### src/rtl/pll_phase_step_ctrl.sv
// pll_phase_step_ctrl: splits signed phase-step requests into IOPLL dynamic phase-shift bursts,
// runs the phase_en/phase_done handshake and tracks a running offset per output counter.
module pll_phase_step_ctrl #(
  parameter int N_CNT    = 5,
  parameter int CNTSEL_W = 5,
  parameter int NUMPS_W  = 3,
  parameter int STEP_W   = 16,
  parameter int EN_LEN   = 2,
  parameter int TIMEOUT  = 1023
) (
  input  logic                scanclk,
  input  logic                rst,
  input  logic                locked,
  input  logic                req_valid,
  output logic                req_ready,
  input  logic [CNTSEL_W-1:0] req_cnt,
  input  logic [STEP_W-1:0]   req_steps,
  output logic                done_valid,
  output logic                done_err,
  output logic [1:0]          err_code,
  output logic                busy,
  output logic [CNTSEL_W-1:0] cntsel,
  output logic [NUMPS_W-1:0]  num_phase_shifts,
  output logic                updn,
  output logic                phase_en,
  input  logic                phase_done,
  input  logic [CNTSEL_W-1:0] rd_cnt,
  output logic [STEP_W-1:0]   rd_offset
);
  localparam int TW = $clog2((TIMEOUT > EN_LEN ? TIMEOUT : EN_LEN) + 1);
  localparam int IW = N_CNT > 1 ? $clog2(N_CNT) : 1;
  localparam logic [CNTSEL_W:0] CNT_LIM = (CNTSEL_W + 1)'(N_CNT);
  localparam logic [STEP_W-1:0] MAX_B = STEP_W'((1 << NUMPS_W) - 1);
  localparam logic [TW-1:0] EN_LAST = TW'(EN_LEN - 1);
  localparam logic [TW-1:0] TMO = TW'(TIMEOUT);
  typedef enum logic [2:0] {IDLE, CHECK, LOAD, PULSE, WAIT_LO, WAIT_HI, NEXT, DONE} state_t;
  state_t state;
  logic [1:0] lock_sync, pd_sync;
  logic [CNTSEL_W-1:0] cnt_q;
  logic dir_q;
  logic [STEP_W-1:0] remaining, req_mag, rem_after;
  logic [TW-1:0] tmr;
  logic [STEP_W-1:0] offs [N_CNT];
  logic lock_s, pd_s, in_burst;
  logic [IW-1:0] cnt_idx, rd_idx;
  function automatic logic [NUMPS_W-1:0] clip(input logic [STEP_W-1:0] r);
    return r > MAX_B ? MAX_B[NUMPS_W-1:0] : r[NUMPS_W-1:0];
  endfunction
  assign lock_s    = lock_sync[1];
  assign pd_s      = pd_sync[1];
  assign req_ready = state == IDLE;
  assign busy      = state != IDLE;
  assign in_burst  = state inside {LOAD, PULSE, WAIT_LO, WAIT_HI};
  // Unsigned magnitude so the most-negative request is representable.
  assign req_mag   = req_steps[STEP_W-1] ? ~req_steps + 1'b1 : req_steps;
  assign rem_after = remaining - STEP_W'(num_phase_shifts);
  assign cnt_idx   = cnt_q[IW-1:0];
  assign rd_idx    = rd_cnt[IW-1:0];
  always_ff @(posedge scanclk or posedge rst)
    if (rst) begin
      state            <= IDLE;
      lock_sync        <= '0;
      pd_sync          <= '0;
      cnt_q            <= '0;
      dir_q            <= 1'b0;
      remaining        <= '0;
      tmr              <= '0;
      phase_en         <= 1'b0;
      done_valid       <= 1'b0;
      done_err         <= 1'b0;
      err_code         <= 2'd0;
      cntsel           <= '0;
      num_phase_shifts <= '0;
      updn             <= 1'b0;
      for (int i = 0; i < N_CNT; i++) offs[i] <= '0;
    end else begin
      lock_sync  <= {lock_sync[0], locked};
      pd_sync    <= {pd_sync[0], phase_done};
      done_valid <= 1'b0;
      done_err   <= 1'b0;
      tmr        <= tmr + 1'b1;
      if (in_burst && !lock_s) begin
        phase_en <= 1'b0;
        state <= DONE; done_valid <= 1'b1; done_err <= 1'b1; err_code <= 2'd2;
      end else
        case (state)
          IDLE:
            if (req_valid) begin
              cnt_q     <= req_cnt;
              dir_q     <= ~req_steps[STEP_W-1];
              remaining <= req_mag;
              state     <= CHECK;
            end
          CHECK:
            if ({1'b0, cnt_q} >= CNT_LIM) begin
              state <= DONE; done_valid <= 1'b1; done_err <= 1'b1; err_code <= 2'd1;
            end else if (!lock_s) begin
              state <= DONE; done_valid <= 1'b1; done_err <= 1'b1; err_code <= 2'd2;
            end else if (remaining == '0) begin
              state <= DONE; done_valid <= 1'b1; err_code <= 2'd0;
            end else begin
              // Drive the PLL selectors one cycle ahead of phase_en for setup.
              cntsel           <= cnt_q;
              updn             <= dir_q;
              num_phase_shifts <= clip(remaining);
              state            <= LOAD;
            end
          LOAD: begin
            phase_en <= 1'b1;
            tmr      <= '0;
            state    <= PULSE;
          end
          PULSE:
            if (tmr == EN_LAST) begin
              phase_en <= 1'b0;
              tmr      <= '0;
              state    <= WAIT_LO;
            end
          WAIT_LO:
            if (!pd_s) begin
              tmr   <= '0;
              state <= WAIT_HI;
            end else if (tmr == TMO) begin
              state <= DONE; done_valid <= 1'b1; done_err <= 1'b1; err_code <= 2'd3;
            end
          WAIT_HI:
            if (pd_s) state <= NEXT;
            else if (tmr == TMO) begin
              state <= DONE; done_valid <= 1'b1; done_err <= 1'b1; err_code <= 2'd3;
            end
          NEXT: begin
            offs[cnt_idx] <= dir_q ? offs[cnt_idx] + STEP_W'(num_phase_shifts)
                                   : offs[cnt_idx] - STEP_W'(num_phase_shifts);
            remaining <= rem_after;
            if (rem_after == '0) begin
              state <= DONE; done_valid <= 1'b1; err_code <= 2'd0;
            end else begin
              num_phase_shifts <= clip(rem_after);
              state            <= LOAD;
            end
          end
          DONE: state <= IDLE;
        endcase
    end
  always_ff @(posedge scanclk or posedge rst)
    if (rst) rd_offset <= '0;
    else rd_offset <= ({1'b0, rd_cnt} < CNT_LIM) ? offs[rd_idx] : '0;
endmodule

### config.mk
export PLATFORM = sky130hd
export DESIGN_NAME = pll_phase_step_ctrl
export DESIGN_NICKNAME = d
export VERILOG_FILES = /design/src/rtl/pll_phase_step_ctrl.sv
export SDC_FILE = /design/constraint.sdc
export NUM_CORES = 1
export LEC_CHECK = 0
export ABC_AREA = 0
export BUFFER_PORTS_ARGS = -buffer_cell sky130_fd_sc_hd__buf_2
export CAP_MARGIN = 20
export CORE_MARGIN = 3
export CORE_UTILIZATION = 61
export CTS_CLUSTER_SIZE = 12
export DETAILED_ROUTE_END_ITERATION = 10
export GPL_ROUTABILITY_DRIVEN = 0
export MAX_ROUTING_LAYER = met4
export PLACE_DENSITY_LB_ADDON = 0.08
export SLEW_MARGIN = 20
export SYNTH_ARGS = -nofsm -noshare
export SYNTH_HDL_FRONTEND = slang
export SYNTH_SLANG_ARGS = --single-unit
### constraint.sdc
create_clock -name scanclk -period 8.9 [get_ports scanclk]
set_input_delay 0.445 -clock scanclk [delete_from_list [all_inputs] [get_ports scanclk]]
set_output_delay 0.445 -clock scanclk [all_outputs]
set_load 0.05 [all_outputs]
== Yosys cells after proc, flatten, opt, wreduce, memory -nomap -nowiden ==
Cells that the tools add are included.

* Bits in registers: 149
* Output and inout port bits: 32
* Word-level logic and storage cells: 140

* Add/subtract/negate cells: 5
* Magnitude comparators: 7
* Eq/ne operators: 20
* Muxes and demuxes: 61
* Bitwise logic cells: 7
* Reductions and logical operators: 20

{| class="wikitable"
|+ Operators by type and width
! cell !! count
|-
| $mux 16 || 9
|-
| $bmux 16 s3 || 2
|-
| $bwmux 80 || 1
|-
| $demux 16 s3 || 1
|-
| $mux 3 || 16
|-
| $gt 16x3->1 const B || 2
|-
| $logic_not 16->1 || 2
|-
| $pmux 16 s2 || 1
|-
| $sub 16x3->16 || 2
|-
| $mux 10 || 3
|-
| $pmux 10 s3 || 1
|-
| $pmux 3 s8 || 1
|-
| $add 16x1->16 const B || 1
|-
| $add 16x3->16 || 1
|-
| $mux 2 || 8
|-
| $not 16->16 || 1
|-
| $mux 1 || 13
|-
| $eq 3x3->1 const B || 4
|-
| $add 10x1->10 const B || 1
|-
| $eq 10x1->1 const B || 1
|-
| $eq 10x10->1 const B || 1
|-
| $ne 2x2->1 const B || 5
|-
| $reduce_and 5->1 || 2
|-
| $ne 3x2->1 const B || 3
|-
| 26 further kinds || 38
|}

== Depth between registers and ports, before layout ==
Gate-level depths: netlist of run 1.

* Depth after elaboration: 7
* Depth in mapped cells: 15
* Gate-level depth less buffers: 12

== Least setup slack after synthesis of run 1 ==
OpenSTA, ideal clock, no wires.

* Path kind: flip-flop to flip-flop
* Start point: register num_phase_shifts[1]
* End point: register offs[57] (netlist bit)
* Arrival time: 3.370 ns
* Data required time: 8.775 ns
* Path slack: 5.405 ns
* Stages on the path, launching flop included: 13
* Buffers on the path: 0
* Period minus slack after synthesis: 3.495 ns
* Cell sequence: dfrtp_1 > inv_1 > ha_1 > ha_1 > mux2_2 > ha_1 > o21ai_0 > o21bai_1 > a2111oi_0 > o31ai_1 > a21oi_1 > xnor2_1 > mux2_2

* Cells in the longest elaborated chain, start to end: 3

{| class="wikitable"
|+ RTL lines
! element !! RTL line !! source
|-
| start, declared || 23 || <nowiki>output logic [NUMPS_W-1:0] num_phase_shifts,</nowiki>
|-
| start signal, assigned || 105 || <nowiki>num_phase_shifts <= clip(remaining);</nowiki>
|-
| start signal, assigned || 138 || <nowiki>num_phase_shifts <= clip(rem_after);</nowiki>
|-
| $sub 16x3->16 / $add 16x3->16 (equally long branches) || 133, 132 ||
|-
| $mux 16 (*) || 132 || <nowiki>offs[cnt_idx] <= dir_q ? offs[cnt_idx] + STEP_W'(num_phase_shifts)</nowiki>
|-
| $bwmux 80 (*) || 132 ||
|-
| end signal, assigned by index || 132 ||
|-
| end, declared || 43 || <nowiki>logic [STEP_W-1:0] offs [N_CNT];</nowiki>
|}

Mark *: on every way between the ends. The rest lies on a longest branch, timed or not.
A chain may end at the register's enable or synchronous reset.

== Worst setup path after layout of run 1 ==
* Start point: register cnt_q[1]
* End point: register offs[45] (netlist bit)

* Cells in the longest elaborated chain, start to end: 7

{| class="wikitable"
|+ RTL lines
! element !! RTL line !! source
|-
| start, declared || 39 || <nowiki>logic [CNTSEL_W-1:0] cnt_q;</nowiki>
|-
| start signal, assigned || 89 || <nowiki>cnt_q <= req_cnt;</nowiki>
|-
| $not 3->4 (*) || 132, 133 ||
|-
| $bmux 16 s3 || 132, 133 ||
|-
| $mux 16 (not written as such) (2 in series) || 132, 133 ||
|-
| $sub 16x3->16 / $add 16x3->16 (equally long branches) || 133, 132 ||
|-
| $mux 16 || 132 ||
|-
| $bwmux 80 (*) || 132 ||
|}

Mark *: on every way between the ends. The rest lies on a longest branch, timed or not. The select of a mux whose other input is x is not followed.

==> impl_metrics.toml, run 1 <==
[outcome]
outcome = "finished clean"

[setup_path]
cp_cell_sequence = "buf_4, nor2_1, buf_4, a22oi_1, o22ai_1, ha_1, nand4_1, nor4_1, nor2_1, a31oi_1, o21ai_0, a21boi_0, o31ai_1"
endpoint_kind = "flip-flop"
worstPathRequired_ns = 9.16
worstPathArrival_ns = 4.18
cp-start-kind = "flip-flop"
crit_buf_inv = 2
crit_type = "flip-flop to flip-flop"
cp_max_fo = 35
crit_family = "compound AO/OA/AOI/OAI gates"
slowest_delay_ns = 0.69
cp_slowest_cell = "nor2_1"

[power]
p_per_area_nw_per_um2 = 398.2
ir_worst_vdd_mv = 0.2223
p_leak_nw = 4.491
p_total_mw = 3.889

[timing]
finClkSkew_ns = 0.006990
fin_ws_ns = 4.978
fin_crit_sh = 0.4407
report.final.slew_viol_count = 0
rsz0062_at_grt = "false"
setup_viol = 0
max_freq_ghz = 0.2550
max-slew-margin-rel = 0.2773
min_period_ns = 3.922
finalSetupTns_ns = 0
tightest_slew_ns = 1.081
hold_viol = 0

[finish]
final_util = 0.6982
nets = 992
drive_gt1_frac = 0.2193
final_cell_count_no_fill = 1124
antennaDiodeCount = 0
syn2layout_area_growth_pct = 11.36
final_common_cell = "dfrtp_1"
mostFrequentLayoutCells = "dfrtp_1, nand2_1, nor2_1, buf_2, mux2_2"

[logic_synthesis]
synthArstFlopShare = 1.000
netlist_instances = 888
yosys_most_used_dff = "dfrtp_1"
synth_mux_area_frac = 0.1498
syn_nets = 949
syn-cell-area_um2 = 8771
synth_top_area_cell = "dfrtp_1"
synth-xor-area-share = 0.03866
synth.avg_cell_area_um2 = 9.877
synth_top_family_by_area = "simple AND/OR/NAND/NOR gates"
synth-edff-count = 0
synth_warnings = 0
synth_compound_area_frac = 0.1475
synth_top_area_share = 0.4251
synth_cell_types = 69
ys_ff_latch = 149
synth_simple_gate_area_frac = 0.1613
ys_seq_area_frac = 0.4251
synth_area_leaders = "dfrtp_1, mux2_2, nand2_1, mux4_2, ha_1"
synthAdderAreaFrac = 0.04451

[place]
portBuffers = 62
hpwlAfterDp_um = 14370
dp.cells = 1091
pre_cts_ws_ns = 5.096

[clock_network]
post_cts_buffers = 0
clock_sinks = 149
cts_tree = "built"
cts.path.max_buffers = 2
cts_made_buffers = 17
cts-hold-fix-buffers = 0
post_cts_resized = 0
cts-htree-levels = 4
path_clk_slew_ns = 0.06
cts_root_buffer = "clkbuf_16"
clk_latency_ns = 0.43

[routing]
ant_nets = 0
routed_wl_um = 21840
drc_errors = 0
wl_per_cell_um = 19.43
first_iter_violations = 753
routed-via-count = 7211
drt-vias-per-instance = 6.415
first_pass_iters = 5

[die]
coreArea_um2 = 13990
initial_core_util = 0.6270
die_w_um = 125.9
io_pins = 63
row_count = 43
die-area_um2 = 15850
fp.dieH_um = 125.9

[global_route]
grt_antenna_before_repair = 0
grt_pass1_vias = 7034
grt_max_degree = 80
grt_pass1_wl_um = 36020
gr-usage-all-layers = 0.2895
gr-total-overflow = 0

[job]
cap_violations = 0

[worst_hold_path]
hp-class = "input pin to flip-flop"
==> power by group <==
part	total, mW	leakage (nW)	switching, mW	internal (mW)
sequential	1.17	1.93	0.241	0.927
clock	0.701	0.270	0.310	0.391
combinational	2.02	2.29	1.23	0.786
==> cell usage after synthesis (5+ instances only) <==
cell      instances
nor2_1           74
nor4_1            9
and3_1            5
a21o_1            5
ha_1             28
o21ai_0          47
a211oi_1          5
nand2_1         126
xnor2_1          22
o31ai_1          16
dfrtp_1         149
mux4_2           17
or3_1             6
nor3_2            5
nor2b_1           6
mux2_2           58
a31oi_1           8
nand4_1           5
a22oi_1          24
nand3_1          22
clkbuf_1         37
or2_2             5
mux2i_1          18
o22ai_1          16
nor3_1           15
xor2_1           13
a21oi_1          41
inv_1            24
a41oi_1           5
==> worst reg2reg max path, cell delays in order (launching register included) <==
cell and delay (ns):
dfrtp_1 0.36, buf_4 0.25, nor2_1 0.70, buf_4 0.28, a22oi_1 0.10, o22ai_1 0.18
ha_1 0.26, nand4_1 0.14, nor4_1 0.30, nor2_1 0.11, a31oi_1 0.28, o21ai_0 0.16
a21boi_0 0.46, o31ai_1 0.17
==> area by class of cell <==
cell class	count	area (um^2)
flip-flops and latches	149	3729
fillers	1029	4222
clock buffers	17	425.4
repair buffers	71	375.4
inverters	24	95.09
clock inverters	15	145.1
multi-input cells	668	4772
well taps	180	225.2
==> through the flow <==
stage                     instance area, um^2  hold slack, ns
final                                    9767          0.1226
after global routing                     9767          0.1187
after CTS                                9747          0.1091
after detailed placement                 9176          0.3409
after global placement                   9174          0.3329
after floorplan                          8771          0.3312
==> flip-flops by register name, summed over array words and instances, names as in the netlist, 2 cells and up <==
signal and cells:
tmr 10, cntsel 5, num_phase_shifts 3, state 3
pd_sync 2, offs 80, rd_offset 16, err_code 2
cnt_q 5, remaining 16, lock_sync 2
==> layer usage <==
layer,routed length (um),vias to the layer above,GRT usage
met3,1454,58,0.05556
met1,9787,3544,0.4080
met5,0,-,-
met2,10010,294,0.4241
li1,-,3315,-
met4,586,0,0.1028
==> logic make-up (layout without fill, tap and decap cells) <==
family | count (synthesis) | after routing
simple gates | 303 | 303
compound gates | 200 | 200
flops | 149 | 149
mux | 98 | 98
buf+inv | 71 | 127
xor+xnor | 37 | 37
fa+ha+maj | 30 | 30
==> final timing paths <==
path	start	end	slack, ns	cells past startpoint
min in group asynchronous	rst	rd_offset[3]$_DFF_PP0_	0.14	2
min	phase_done	pd_sync[0]$_DFF_PP0_	0.12	1
max	cnt_q[1]$_DFFE_PP0P_	offs[45]$_DFFE_PP0P_	4.98	13
max in group asynchronous	rst	remaining[5]$_DFFE_PP0P_	7.39	3
min reg2reg	pd_sync[0]$_DFF_PP0_	pd_sync[1]$_DFF_PP0_	0.35	0
max reg2reg	cnt_q[1]$_DFFE_PP0P_	offs[45]$_DFFE_PP0P_	4.98	13
Note: power is estimated with default switching activity, not from simulation.
==> run 2, diff against run 1 <==
- clock period: 8.9 -> 4 ns (I/O delays scaled with it)
==> run 2 against run 1 <==
Effect of this change: critical path depth stayed put; sequential cell count stayed put; the run now ends with negative hold slack left; via count is 0.76% lower; sequential share of layout area is 0.57 points lower; sequential power is 120% higher; combinational power is 120% higher; critical path type unchanged; setup slack worse by 4.7 ns.
==> impl_metrics.toml, run 2 (synthesis gave the netlist of run 1 again) <==
[outcome]
outcome = "complete, but fails checks"
violations = "negative hold slack"

[global_route]
grt_pass1_vias = 7016
gr-usage-all-layers = 0.2932
gr-total-overflow = 0
grt_antenna_before_repair = 0
grt_pass1_wl_um = 36080
grt_max_degree = 150

[timing]
min_period_ns = 3.703
tightest_slew_ns = 1.001
max_freq_ghz = 0.2701
hold_ws_ns = -0.003798
hold_viol = 4
fin_crit_sh = 0.9257
report.final.slew_viol_count = 0
finalSetupTns_ns = 0
finClkSkew_ns = 0.01160
setup_viol = 0
max-slew-margin-rel = 0.3277
fin_ws_ns = 0.2972
rsz0062_at_grt = "false"

[die]
row_count = 43
die-area_um2 = 15850
fp.dieH_um = 125.9
io_pins = 63
die_w_um = 125.9
coreArea_um2 = 13990
initial_core_util = 0.6270

[routing]
first_pass_iters = 5
routed-via-count = 7156
ant_nets = 0
met1_length_um = 9948
routed_wl_um = 22130
first_iter_violations = 639
routed-wl-met3_um = 1540
drt-vias-per-instance = 6.316
route.met2.wl_um = 10150
routed.top_layer = "met4"
wl_per_cell_um = 19.53
drc_errors = 0

[power]
switchingPower_mw = 3.961
p_per_area_nw_per_um2 = 895.5
pwr-share-clk = 0.194
intPower_mw = 4.921
p_total_mw = 8.882
p_comb_frac = 0.510
sw_frac_of_total = 0.4459
power.share.sequential = 0.297
ir_worst_vdd_mv = 0.6623
p_leak_nw = 4.578

[finish]
drive_gt1_frac = 0.2256
final_common_cell = "dfrtp_1"
top_regs = "offs x80, rd_offset x16, remaining x16"
antennaDiodeCount = 0
largest_register_ff_count = 80
mostFrequentLayoutCells = "dfrtp_1, nand2_1, nor2_1, buf_2, mux2_2"
nets = 1001
top_register = "offs"
syn2layout_area_growth_pct = 13.08
final_util = 0.7090

[clock_network]
clock_sinks = 149
cts.path.max_buffers = 2
cts_tree = "built"
path_clk_slew_ns = 0.06
clk_latency_ns = 0.43
cts_made_buffers = 17
cts-htree-levels = 4
cts_root_buffer = "clkbuf_16"

[setup_path]
cp_cell_sequence = "buf_4, and2b_2, a22oi_1, o22ai_1, ha_1, fa_1, a211oi_1, o211ai_1, a31oi_1, nand2_1, a21oi_1, xor2_1, o21ai_0"
cp_slowest_cell = "dfrtp_2"
cp_max_fo = 10
worstPathArrival_ns = 3.96
crit_type = "flip-flop to flip-flop"
cp-start-kind = "flip-flop"
reg2reg_slack_ns = 0.30
worstPathRequired_ns = 4.26
endpoint_kind = "flip-flop"
slowest_delay_ns = 0.46

[place]
portBuffers = 62
pre_cts_ws_ns = 0.1767
hpwlAfterDp_um = 14570

[worst_hold_path]
hp-class = "input pin to async pin"

[job]
cap_violations = 0
run 2: changes by cell type in the layout (fill, tap and decap cells not counted), sizes merged:
cell,previous run,this run
buf,70,78
bufinv,1,4
clkinv,4,6
clkinvlp,4,2
dlygate4sd3,0,2
inv,30,26
run 2: final cells by class:
type                       count  area, um^2
multi-input combinational    668        4768
fill                        1025        4070
sequential                   149        3730
timing repair buffer          80       462.9
clock buffer                  18       439.2
tap                          180       225.2
clock inverter                14       198.9
inverter                      24       93.84
run 2: path summary, 6_finish.rpt:
| path | to | from | cells after the start |
|---|---|---|---|
| max | offs[44]$_DFFE_PP0P_ | cnt_q[0]$_DFFE_PP0P_ | 13 |
| min | rd_offset[0]$_DFF_PP0_ | rst | 3 |
| max reg2reg | offs[44]$_DFFE_PP0P_ | cnt_q[0]$_DFFE_PP0P_ | 13 |
| min reg2reg | pd_sync[1]$_DFF_PP0_ | pd_sync[0]$_DFF_PP0_ | 0 |
| max in group asynchronous | cnt_q[0]$_DFFE_PP0P_ | rst | 3 |
| min in group scanclk | cnt_q[3]$_DFFE_PP0P_ | req_cnt[3] | 2 |
run 2: routing by layer:
metal	GRT usage	vias up
met1	0.4063	3489
met5	-	-
met4	0.1066	0
met2	0.4341	292
li1	-	3324
met3	0.05895	51
run 2: critical path, delay by kind of cell, from the launching register on:
| family | cells | cell delay, ns |
|---|---|---|
| compound gates | 7 | 1.40 |
| fa+ha+maj | 2 | 0.67 |
| simple gates | 2 | 0.44 |
| flops | 1 | 0.46 |
| buf+inv | 1 | 0.22 |
| xor+xnor | 1 | 0.33 |
run 2: power by group through the flow:
stage | sequential (mW) | combinational, mW | clock, mW
2_1_floorplan | 2.65 | 3.30 | 0
3_3_place_gp | 2.59 | 4.26 | 0
3_5_place_dp | 2.63 | 4.39 | 0
4_1_cts | 2.61 | 4.45 | 1.75
5_1_grt | 2.70 | 4.98 | 1.81
6_report | 2.63 | 4.53 | 1.72
run 2: timing repair:
| item | CTS | global route |
|---|---|---|
| buffers inserted | 0 | 0 |
| hold buffers | 2 | 0 |
| hold endpoints to repair | 2 | 0 |
| resized for setup | 0 | 5 |
| endpoints found under the setup margin | 0 | 16 |
run 2: metrics by stage:
stage               cell area [um^2]  cells
finish                          9918   1133
global route                    9918   1133
global placement                9245   1099
detailed placement              9245   1099
CTS                             9903   1133
floorplan                       8775    888
